<file path="src/rtl/imem_loader_pkg.sv">
// Shared types and constants for the instruction-memory stream loader.
package imem_loader_pkg;

  localparam int unsigned HDR_BYTES  = 2;
  localparam int unsigned WORD_BYTES = 4;
  localparam int unsigned BYTE_W     = 8;
  localparam int unsigned WORD_W     = 32;
  localparam int unsigned LANE_W     = $clog2(WORD_BYTES);
  localparam int unsigned HDR_W      = HDR_BYTES * BYTE_W;

  typedef enum logic [2:0] {
    HDR0 = 3'd0,
    HDR1 = 3'd1,
    DATA = 3'd2,
    CSUM = 3'd3,
    DONE = 3'd4,
    ERR  = 3'd5
  } state_e;

  // Little-endian assembly: the newest byte lands at the top and older bytes move down.
  function automatic logic [WORD_W-1:0] shift_in_byte(input logic [WORD_W-1:0] w,
                                                      input logic [BYTE_W-1:0] b);
    return {b, w[WORD_W-1:BYTE_W]};
  endfunction

endpackage

</file>
<file path="src/rtl/word_assembler.sv">
// Byte-lane counter, little-endian word assembly and running XOR checksum.
module word_assembler
  import imem_loader_pkg::*;
(
  input  logic              clk,
  input  logic              rst_n,
  input  logic              clr,
  input  logic              byte_en,
  input  logic [BYTE_W-1:0] byte_in,
  output logic              word_valid,
  output logic [WORD_W-1:0] word,
  output logic [BYTE_W-1:0] csum
);

  logic [LANE_W-1:0] lane_q;
  logic [WORD_W-1:0] sh_q;
  logic [BYTE_W-1:0] acc_q;

  // The word completes in the cycle its last byte is accepted; the top registers it.
  assign word       = shift_in_byte(sh_q, byte_in);
  assign word_valid = byte_en && (lane_q == LANE_W'(WORD_BYTES - 1));
  assign csum       = acc_q;

  // Lane counter wraps every word; accumulator spans the whole image.
  always_ff @(posedge clk) begin
    if (!rst_n || clr) begin
      lane_q <= '0;
      sh_q   <= '0;
      acc_q  <= '0;
    end else if (byte_en) begin
      lane_q <= lane_q + LANE_W'(1);
      sh_q   <= word;
      acc_q  <= acc_q ^ byte_in;
    end
  end

endmodule

</file>
<file path="src/rtl/imem_stream_loader.sv">
// Loads a length-prefixed, checksummed byte stream into instruction memory and gates CPU start.
module imem_stream_loader
  import imem_loader_pkg::*;
#(
  parameter int unsigned ADDR_W = 8
) (
  input  logic              clk,
  input  logic              rst_n,
  input  logic              in_valid,
  input  logic [7:0]        in_data,
  output logic              in_ready,
  input  logic              reload,
  output logic              imem_we,
  output logic [ADDR_W-1:0] imem_addr,
  output logic [31:0]       imem_wdata,
  output logic              cpu_run,
  output logic              load_err,
  output logic [ADDR_W:0]   words_loaded
);

  localparam int unsigned WL_W = ADDR_W + 1;
  localparam int unsigned CAP  = 32'(1) << ADDR_W;

  localparam logic [2:0] ST_HDR0 = HDR0;
  localparam logic [2:0] ST_HDR1 = HDR1;
  localparam logic [2:0] ST_DATA = DATA;
  localparam logic [2:0] ST_CSUM = CSUM;
  localparam logic [2:0] ST_DONE = DONE;
  localparam logic [2:0] ST_ERR  = ERR;

  logic [2:0]        state_q, state_d;
  logic [7:0]        n_lo_q, n_lo_d;
  logic [WL_W-1:0]   n_q, n_d;
  logic [WL_W-1:0]   wl_d, wl_inc;
  logic [ADDR_W-1:0] addr_d;
  logic [31:0]       wdata_d;
  logic              we_d, in_ready_d, cpu_run_d, load_err_d;
  logic              accept, byte_en, clr;
  logic [HDR_W-1:0]  n_full;
  logic              word_valid;
  logic [31:0]       word;
  logic [7:0]        csum;

  assign accept = in_valid && in_ready;
  assign n_full = {in_data, n_lo_q};
  assign wl_inc = words_loaded + WL_W'(1);

  word_assembler u_asm (
    .clk        (clk),
    .rst_n      (rst_n),
    .clr        (clr),
    .byte_en    (byte_en),
    .byte_in    (in_data),
    .word_valid (word_valid),
    .word       (word),
    .csum       (csum)
  );

  // Next-state, datapath and next-output logic.
  always_comb begin
    state_d = state_q;
    n_lo_d  = n_lo_q;
    n_d     = n_q;
    wl_d    = words_loaded;
    addr_d  = imem_addr;
    wdata_d = imem_wdata;
    we_d    = 1'b0;
    byte_en = 1'b0;
    clr     = 1'b0;
    case (state_q)
      ST_HDR0: begin
        if (accept) begin
          n_lo_d  = in_data;
          state_d = ST_HDR1;
        end
      end
      ST_HDR1: begin
        if (accept) begin
          n_d = WL_W'(n_full);
          if (17'(n_full) > 17'(CAP)) begin
            state_d = ST_ERR;
          end else if (n_full == '0) begin
            state_d = ST_CSUM;
          end else begin
            state_d = ST_DATA;
          end
        end
      end
      ST_DATA: begin
        byte_en = accept;
        if (word_valid) begin
          we_d    = 1'b1;
          addr_d  = words_loaded[ADDR_W-1:0];
          wdata_d = word;
          wl_d    = wl_inc;
          if (wl_inc == n_q) begin
            state_d = ST_CSUM;
          end
        end
      end
      ST_CSUM: begin
        if (accept) begin
          state_d = (in_data == csum) ? ST_DONE : ST_ERR;
        end
      end
      ST_DONE, ST_ERR: begin
        if (reload) begin
          state_d = ST_HDR0;
          clr     = 1'b1;
          wl_d    = '0;
          n_d     = '0;
          n_lo_d  = '0;
        end
      end
      default: begin
        state_d = ST_HDR0;
      end
    endcase
    in_ready_d = (state_d != ST_DONE) && (state_d != ST_ERR);
    cpu_run_d  = (state_d == ST_DONE);
    load_err_d = (state_d == ST_ERR);
  end

  // State register.
  always_ff @(posedge clk) begin
    if (!rst_n) begin
      state_q <= ST_HDR0;
    end else begin
      state_q <= state_d;
    end
  end

  // Header, counters and registered outputs.
  always_ff @(posedge clk) begin
    if (!rst_n) begin
      n_lo_q       <= '0;
      n_q          <= '0;
      words_loaded <= '0;
      imem_we      <= 1'b0;
      imem_addr    <= '0;
      imem_wdata   <= '0;
      in_ready     <= 1'b1;
      cpu_run      <= 1'b0;
      load_err     <= 1'b0;
    end else begin
      n_lo_q       <= n_lo_d;
      n_q          <= n_d;
      words_loaded <= wl_d;
      imem_we      <= we_d;
      imem_addr    <= addr_d;
      imem_wdata   <= wdata_d;
      in_ready     <= in_ready_d;
      cpu_run      <= cpu_run_d;
      load_err     <= load_err_d;
    end
  end

endmodule

</file>
<file path="config.mk">
export PLATFORM = sky130hd
export DESIGN_NAME = imem_stream_loader
export DESIGN_NICKNAME = d
export VERILOG_FILES = /design/src/rtl/imem_loader_pkg.sv /design/src/rtl/word_assembler.sv /design/src/rtl/imem_stream_loader.sv
export SDC_FILE = /design/constraint.sdc
export NUM_CORES = 1
export LEC_CHECK = 0
export BUFFER_PORTS_ARGS = -buffer_cell sky130_fd_sc_hd__buf_2
export CORE_MARGIN = 4
export CORE_UTILIZATION = 45
export DETAILED_ROUTE_END_ITERATION = 10
export GPL_TIMING_DRIVEN = 0
export PLACE_DENSITY = 0.66
export SYNTH_ARGS = -nofsm -noshare
export SYNTH_HDL_FRONTEND = slang
export SYNTH_SLANG_ARGS = --single-unit
</file>
<file path="constraint.sdc">
create_clock -name clk -period 3.84 [get_ports clk]
set_input_delay 1.152 -clock clk [delete_from_list [all_inputs] [get_ports clk]]
set_output_delay 1.152 -clock clk [all_outputs]
set_load 0.01 [all_outputs]
</file>
==> results.tsv <==
metric	value	unit
p_seq_share	57.6	%
required	2.69	ns
crit_arrival	1.09	ns
timing.final.crit_share	58.4	%
cts_sinks	107	
postSynthCellCount	536	
first_pass_iters	4	
cp_max_fo	8	
final_nets	624	
yosysTopAreaCell	dfxtp_1	
clk-insertion-delay-late	0.39	ns
cts_buffer_depth	2	
yosys_warnings	0	
rr_startpoint	words_loaded[0]	
nFillCells	942	
min_to	imem_addr[3]	
p_leak	1.93	nW
setup_viol	0	
overflow	0	
reg2reg_slack	1.78	ns
worstSetupPathType	reg2out	
ir_drop	0.205	mV
post-cts-setup-buffers	0	
root_buffer	clkbuf_8	
port-buffer-count	63	
hp-start	imem_addr[3]	
status	completed	
swShare	27.0	%
viasPerCell	5.16	
yosys-top-cells-count	nand2_1 (166), dfxtp_1 (107), a21oi_1 (88), nand3_1 (23), nor2_1 (23)	
core_area	9370	µm²
grt_max_degree	21	
crit_family	flip-flops	
slowest_delay	0.51	ns
power_density	390	nW/µm²
die_h	107	µm
die-area	11400	µm²
clk_pin_slew	0.10	ns
syn-cell-area	4390	µm²
io_pins	65	
clkPwrFrac	35.9	%
maxCapViolCount	0	
synth_edf_count	0	
cp-start-kind	flip-flop	
n_antenna_cell	0	
fmax	0.446	GHz
numCtsBuffers	9	
synthesis.nets	550	
die_x	107	µm
drc	0	
power.switching	535	µW
wl_per_cell	14.3	µm
reg2reg_depth	6	
rsz0062_at_grt	false	
ys_ff_latch	107	
ant_nets	0	
cts.htree.levels	3	
synth_top_area_share	48.8	%
yosys.cell_count.top_type	nand2_1	
ctsHoldBuffers	0	
place.gp.congestion	0.862	
multiInputGateArea	2070	µm²
finClkSkew	0.0131	ns
report.final.hold_viol_count	0	
timing.slew.headroom	64.9	%
cts_tree	yes	
vias	3839	
grt_pass1_wl	17.8	mm
yosysSeqAreaShare	48.8	%
finalNonFillerCells	744	
path_cells	buf_2	
dp_worst_setup_slack	1.20	ns
ys.flop_type	dfxtp_1	
wl	10.6	mm
finalSetupTns	0	ns
synth_area_leaders	dfxtp_1 (49%), nand2_1 (14%), a21oi_1 (10%)	
antenna_found_initial	0	
crit_slowest_cell	dfxtp_1	
drive_gt1_share	18.4	%
yosysUniqueCellTypes	54	
cts.repair.resized	0	
min_path_type	reg2reg	
holdWs	0.456	ns
combPwrFrac	6.5	%
area_growth	15.5	%
reg2reg_to	state_q[0]	
fp-row-count	35	
fin_area	5070	µm²
endpoint_kind	primary output	
dr.first_iter.drc_count	179	
finalWorstSetupSlack	1.60	ns
grt_pass1_vias	3687	
start_util	46.9	%
placed_area	4870	µm²
syn_area_per_cell	8.19	µm²
min_path_cells	2	
tightest_slew	0.527	ns
critPathBufInv	1	
hpwl	7.85	mm
power.internal	1.44	mW
register_area	2140	µm²
post-route-min-period	2.24	ns
final_max_slew_viol_count	0	
dp_cells	728	
grtUsageTotal	19.3	%
ys_async_sr_fraction	0	%
[layout by cell type, fill, tap and decap left out, types with 2 or more instances in the layout]
cell type  instances
nand3_1           23
nor3_1             6
inv_2              2
and3_1             3
a21oi_2            2
ha_1               2
inv_8              2
nand4b_1           2
inv_1              2
a311oi_1           3
clkbuf_8          10
a21oi_1           88
xor2_1            14
o21ai_0            5
xnor2_1           12
and2_1             3
nor4_4             2
o21a_1             2
nand3b_1           3
nand2_1          166
clkbuf_1          16
mux2i_1            2
clkinv_4           2
buf_2             72
nor2_1            23
nand4_1            3
dfxtp_1          107
o32a_2             2
buf_4              6
[routing by layer]
| layer | share of wire [%] | global-route usage [%] |
|---|---|---|
| met5 | 0 | 0 |
| met4 | 1.1 | 5.84 |
| met3 | 5.8 | 3.79 |
| met2 | 46 | 31.5 |
| met1 | 47 | 25.8 |
[logic make-up after synthesis]
logic type / count (synthesis) / share of synthesized area, %
flip-flops: 107 / 48.8
buffers and inverters: 36 / 4.02
AND/OR/NAND/NOR: 249 / 26.1
XOR/XNOR: 26 / 5.19
multiplexers: 2 / 0.456
adder cells (fa/ha/maj): 2 / 0.570
AO/OA/AOI/OAI: 114 / 14.9
[area by class of cell]
class                           instances  area share (%)
Buffer                                 32            3.18
Sequential cell                       107            42.2
Clock buffer                           10            2.71
Timing Repair Buffer                   63            6.22
Inverter                                4           0.296
Multi-Input combinational cell        393            40.9
Tap cell                              129            3.18
Clock inverter                          6            1.28
[sequential cells by signal, summed over array words and instances, names as in the netlist]
register      count
imem_wdata       32
n_lo_q            8
words_loaded      9
imem_addr         8
u_asm.sh_q       24
imem_we           1
cpu_run           1
load_err          1
state_q           3
u_asm.csum        8
n_q               9
u_asm.lane_q      2
in_ready          1
[power groups by stage]
stage                     registers (mW)  clock network, mW  logic, mW
after global placement              1.16                  0      0.127
after global routing                1.14              0.756      0.145
after floorplan                     1.16                  0     0.0903
after detailed placement            1.16                  0      0.129
final                               1.14              0.709      0.129
after CTS                           1.14              0.715      0.130
[how the worst max path moves through the flow]
stage,slack (ns),end,cells past startpoint,start
after floorplan,1.58,state_q[0],5,in_data[4]
after global placement,1.24,imem_wdata[31],7,in_valid
after detailed placement,1.20,imem_addr[6],7,in_valid
after global routing,1.43,imem_addr[1],7,in_valid
after CTS,1.59,words_loaded[0],1,words_loaded[0]
final,1.60,words_loaded[0],1,words_loaded[0]
[through the flow]
stage | power, mW | util, %
2_1_floorplan | 1.25 | -
3_3_place_gp | 1.29 | 51.9
3_5_place_dp | 1.29 | 51.9
4_1_cts | 1.98 | 54.1
5_1_grt | 2.04 | 54.1
6_report | 1.98 | 54.1
No activity file was read; power rests on OpenSTA's default activity.
